[config.mk]
export PLATFORM = sky130hd
export DESIGN_NAME = uart_out_buffer
export DESIGN_NICKNAME = d
export VERILOG_FILES = /design/src/rtl/uart_out_buffer.sv
export SDC_FILE = /design/constraint.sdc
export NUM_CORES = 1
export LEC_CHECK = 0
export ABC_AREA = 0
export CORE_MARGIN = 4
export CORE_UTILIZATION = 51
export CTS_CLUSTER_SIZE = 16
export DETAILED_ROUTE_END_ITERATION = 7
export PLACE_DENSITY = 0.77
export REMOVE_ABC_BUFFERS = 1
export SETUP_SLACK_MARGIN = 0.4
export SLEW_MARGIN = 10
export SYNTH_ARGS = -nofsm -noshare
export SYNTH_HDL_FRONTEND = slang
export SYNTH_SLANG_ARGS = --single-unit
[constraint.sdc]
create_clock -name clock -period 3.1 [get_ports clock]
set_input_delay 0.465 -clock clock [delete_from_list [all_inputs] [get_ports clock]]
set_output_delay 0.465 -clock clock [all_outputs]
set_load 0.005 [all_outputs]
[src/rtl/uart_out_buffer.sv]
// uart_out_buffer: buffers the SimTop UART0 character stream for the console printer.
// A power-of-two FIFO absorbs the character strobe. It has no backpressure, so any
// character that arrives while the FIFO is full is dropped and counted.
// A three-state flush FSM asks the testbench to flush console output at two points:
// the cycle after a newline leaves the FIFO, and after a run of idle cycles once
// something has been printed.
module uart_out_buffer #(
    parameter int unsigned DEPTH        = 16,
    parameter int unsigned IDLE_TIMEOUT = 1024
) (
    input  logic                     clock,
    input  logic                     reset,
    input  logic                     in_valid,
    input  logic [7:0]               in_ch,
    output logic                     out_valid,
    output logic [7:0]               out_ch,
    input  logic                     out_ready,
    output logic                     flush_req,
    output logic [$clog2(DEPTH):0]   count,
    output logic [15:0]              overflow_cnt
);

    localparam int unsigned AW = $clog2(DEPTH);
    localparam int unsigned TW = $clog2(IDLE_TIMEOUT + 1);
    localparam logic [AW:0]   FULL_COUNT   = (AW + 1)'(DEPTH);
    localparam logic [TW-1:0] TIMEOUT_LAST = TW'(IDLE_TIMEOUT - 1);
    localparam logic [TW-1:0] TIMEOUT_MAX  = TW'(IDLE_TIMEOUT);

    typedef enum logic [1:0] {
        IDLE,
        PENDING,
        FLUSH
    } state_t;

    logic [7:0]    mem [DEPTH];
    logic [AW-1:0] rd_ptr;
    logic [AW-1:0] wr_ptr;
    logic [TW-1:0] idle_cnt;
    state_t        state;

    logic full;
    logic push;
    logic pop;
    logic drop;
    logic head_is_nl;
    logic timeout_hit;

    // Handshake decode. A pop in the same cycle frees a slot, so a push is still accepted when the FIFO is full.
    always_comb begin
        out_valid   = (count != '0);
        out_ch      = out_valid ? mem[rd_ptr] : '0;
        full        = (count == FULL_COUNT);
        pop         = out_valid && out_ready;
        push        = in_valid && (!full || pop);
        drop        = in_valid && full && !pop;
        head_is_nl  = (out_ch == 8'h0A);
        timeout_hit = (count == '0) && (idle_cnt == TIMEOUT_LAST);
    end

    // Character storage. Reset has no effect here because the pointers and count already invalidate the contents.
    always_ff @(posedge clock) begin
        if (!reset && push) begin
            mem[wr_ptr] <= in_ch;
        end
    end

    // Pointers, occupancy and the saturating drop counter. Pointers wrap naturally at DEPTH.
    always_ff @(posedge clock) begin
        if (reset) begin
            rd_ptr       <= '0;
            wr_ptr       <= '0;
            count        <= '0;
            overflow_cnt <= '0;
        end else begin
            if (push) begin
                wr_ptr <= wr_ptr + 1'b1;
            end
            if (pop) begin
                rd_ptr <= rd_ptr + 1'b1;
            end
            case ({push, pop})
                2'b10:   count <= count + 1'b1;
                2'b01:   count <= count - 1'b1;
                default: count <= count;
            endcase
            if (drop && (overflow_cnt != '1)) begin
                overflow_cnt <= overflow_cnt + 1'b1;
            end
        end
    end

    // Flush FSM with a registered flush_req. The idle timer counts completed empty, pop-free cycles and saturates.
    // A pop takes priority over every other transition, which covers FLUSH->FLUSH and FLUSH->PENDING as well.
    always_ff @(posedge clock) begin
        if (reset) begin
            state     <= IDLE;
            flush_req <= 1'b0;
            idle_cnt  <= '0;
        end else begin
            if (pop || (count != '0)) begin
                idle_cnt <= '0;
            end else if (idle_cnt != TIMEOUT_MAX) begin
                idle_cnt <= idle_cnt + 1'b1;
            end

            if (pop) begin
                state     <= head_is_nl ? FLUSH : PENDING;
                flush_req <= head_is_nl;
            end else if ((state == PENDING) && timeout_hit) begin
                state     <= FLUSH;
                flush_req <= 1'b1;
            end else if (state == FLUSH) begin
                state     <= IDLE;
                flush_req <= 1'b0;
            end else begin
                flush_req <= 1'b0;
            end
        end
    end

endmodule
==> results list <==
- The clock net in this run drives a total of 175 sinks.
* WL per Instance: 19.9 um
- Share of flip-flops with an asynchronous set or reset after synthesis: 0%
* Tightest Pin Transition: 0.645 ns
* Number of buffers added on ports: 42
* Shortest period the worst path allows: 2.80 ns
- Total of max-cap violations: 0
- Setup repair after global routing missed its margin: yes
- Data on the critical path arrives at its endpoint at 2.34 ns.
- Global routing consumed, over all layers together, 19.6% of the routing resources.
- For this run the aggregate overflow at the end of global routing stands at 0.
- Overall die area: 16,100 um2
- # IOs: 43
- Placed wire-length estimate after detailed placement: 9920 um
- Count of flip-flops with a built-in enable after synthesis: 128
* Routed wl met3: 1020 um
- After the last flow step, the layout net total stands at 612.
- Worst path slowest cell: mux4_2
- Initial Util: 52.0%
- The worst hold path begins at state[0].
- The cell sitting at the root of the clock tree is a clkbuf_16.
- Clk buf depth: 2
- The total count of max-transition violations in the final report is 0.
- Combinational logic is responsible for 24.9% of the overall power.
* Post-detailed-routing wire length: 15,600 um
* Clock latency of the later-clocked register in the worst-skew pair: 0.42 ns
- Nature of the critical path startpoint: flip-flop
- Relative slew slack: 56.8%
* Setup TNS after final layout: 0 ns
- Run status: finished, final reports clean
- The mapped netlist covers 7200 um2.
- Per report_power, the clock group accounts for 32.6% of the total.
- Summed over all cells, the static leakage comes to 0.00298 uW.
* Number of global-route vias before repair: 4,414
- At the end of routability-driven placement, the weighted congestion stood at 0.846.
- For this run, the slowest stage of the critical path takes 0.50 ns.
* Switching part of the total: 27.5%
- For the worst setup path, the data required time is 2.63 ns.
- Initial antenna violation count: 0
* Die H: 127 um
* Worst setup skew after layout: 0.00908 ns
- Synth Flop Type: edfxtp_1
- Wire length on met1: 6290 um
- Sequential fraction of the synthesis area: 66.5%
* IR drop worst, VDD: 0.552 mV
* Highest Signal Layer: met4
- TritonCTS built the clock tree.
- The design draws 6410 uW.
- Mean instance size in the synthesized netlist: 14.3 um2
* Gate family responsible for the most delay along the worst path: buffers and inverters
- Dividing the detail-routed via count by the number of cells gives 5.74.
* Category of the critical setup timing path: flip-flop to output pin
- Max Freq: 0.357 GHz
- Of the cells placed in the final design, the portion with a size suffix greater than 1 is 21.9%.
* Growth of design area from synthesis to finish: 22.5%
- Number of buffers and inverters on the critical path: 3
- Internal portion of total power: 4650 uW
* Number of vias in the routed layout: 4,494
* Instance count of the mapped netlist: 504
* Met2 WL post-DR: 8020 um
- P_sw: 1760 uW
* Ratio of final minimum period to clock period: 90.4%
- Count of state elements after synthesis: 175
* Seq pwr share: 42.5%
- Htree depth: 4
* Number of hold violations in the final report: 0
- Cells along the critical path: buf_12, buf_16, mux4_2, nand2_1, a31oi_1, clkdlybuf4s50_1
- Clock transition at the registers of the reported paths: 0.07 ns
* First-pass GRT wire length: 23,900 um
* 1st-iter DRT viols: 402
* DRC viols: 0
- For this design the ratio of total power to cell area is 727 nW/um2.
* Core area: 13,800 um2
- 0 antenna diodes ended up in the layout.
- Die X-Extent: 127 um
* Endpoint class of the critical path: output pin
* Hold Path Class: flip-flop to flip-flop
- Maximum number of pins on one net before global-route repair: 37
* Final setup violation count: 0
- The Yosys step of the flow raised 0 warnings.
- First drt pass iteration count: 7
- The layout has 955 filler cells.
- In this run the worst path has a maximum fanout of 13.
- The initialized floorplan defines 43 standard-cell rows.
- After synthesis, the netlist uses 48 different library cells.
- Final antenna-violating net count: 0
* Clock buffers created by TritonCTS: 17
## cell usage after synthesis (all sizes together), types with 5 or more instances
cell,count,share of area [%]
a22oi,6,0.77
nand3,26,1.8
xor2,15,1.8
nor4,5,0.61
nor2b,7,0.61
nand4,10,1.1
ha,10,1.7
clkbuf,10,0.52
mux4,27,8.5
o21ai,7,0.49
inv,9,0.47
or3,5,0.43
dfxtp,47,13
buf,8,0.73
nand2,31,1.6
a31oi,10,1.1
xnor2,15,1.8
edfxtp,128,53
a21oi,12,0.83
nor2,76,4.1
mux2i,10,1.4
## what timing repair did
action | CTS | global route
hold buffers | 0 | 0
pin swaps | 4 | 10
cloned | 1 | 1
endpoints found under the setup margin | 10 | 8
setup buffers | 6 | 12
gates resized for setup | 15 | 20
## power groups by stage
stage | logic (uW) | registers (uW) | clock network (uW)
final | 1600 | 2720 | 2090
after floorplan | 712 | 2800 | 0
after CTS | 1470 | 2710 | 2120
after global placement | 1300 | 2750 | 0
after detailed placement | 1340 | 2760 | 0
after global routing | 1720 | 2740 | 2220
## flip-flops by register name, indices dropped and copies added (netlist names), named ones only
name,count
count,5
flush_req,1
idle_cnt,11
mem,128
overflow_cnt,16
rd_ptr,4
state,2
wr_ptr,4
## layer usage
metal / global-route usage, % / vias to the layer above
met5: 0 / -
li1: - / 2062
met2: 32.8 / 187
met3: 4.08 / 23
met1: 26.0 / 2222
met4: 6.37 / 0
## logic make-up (layout without fill, tap and decap cells)
kind of cell | after synthesis | in the layout | share of synthesized area, %
flip-flops | 175 | 175 | 66.5
AO/OA/AOI/OAI | 42 | 42 | 3.98
AND/OR/NAND/NOR | 180 | 180 | 12.1
buffers and inverters | 27 | 126 | 1.72
adder cells (fa/ha/maj) | 10 | 10 | 1.74
multiplexers | 40 | 40 | 10.3
XOR/XNOR | 30 | 30 | 3.65
## final timing paths
kind,to,slack (ns),cells after the start
worst min register to register,state[1],0.49,2
worst min-delay path,state[1],0.49,2
worst max-delay path,out_ch[7],0.30,6
worst max register to register,state[0],0.51,9
## final cells by class
class                      instances  area [um2]  share of cell area, %
clock buffer                      21         492                   5.58
sequential                       175        4790                   54.4
timing repair buffer              85         828                   9.40
clock inverter                    11        98.8                   1.12
inverter                           9        33.8                  0.383
multi-input combinational        302        2340                   26.6
tap                              180         225                   2.55
## layout by cell type, fill, tap and decap left out, drive strengths merged, types with 7 or more instances in the layout
master         count
edfxtp           128
nor2              76
dfxtp             47
buf               43
clkdlybuf4s50     35
nand2             31
mux4              27
nand3             26
clkbuf            23
xor2              15
xnor2             15
inv               14
a21oi             12
mux2i             10
ha                10
nand4             10
a31oi             10
nor2b              7
o21ai              7
## metrics by stage
stage / util [%] / std cells / worst slack, ns / hold WS (ns) / cell area (um2)
3_5_place_dp: 57.4 / 731 / 0.341 / 0.483 / 7940
5_1_grt: 63.8 / 783 / 0.217 / 0.538 / 8820
6_report: 63.8 / 783 / 0.297 / 0.491 / 8820
3_3_place_gp: 57.4 / 731 / 0.407 / 0.469 / 7940
4_1_cts: 62.6 / 770 / 0.257 / 0.492 / 8660
2_1_floorplan: - / 486 / 0.123 / 0.444 / 7110
## tightest hold or removal path: cells and delay by family, from the launching register on
| kind | cells | cell delay [ns] |
|---|---|---|
| flip-flops | 1 | 0.32 |
| AND/OR/NAND/NOR | 1 | 0.06 |
| AO/OA/AOI/OAI | 1 | 0.06 |
No activity file was read; power rests on OpenSTA's default activity.
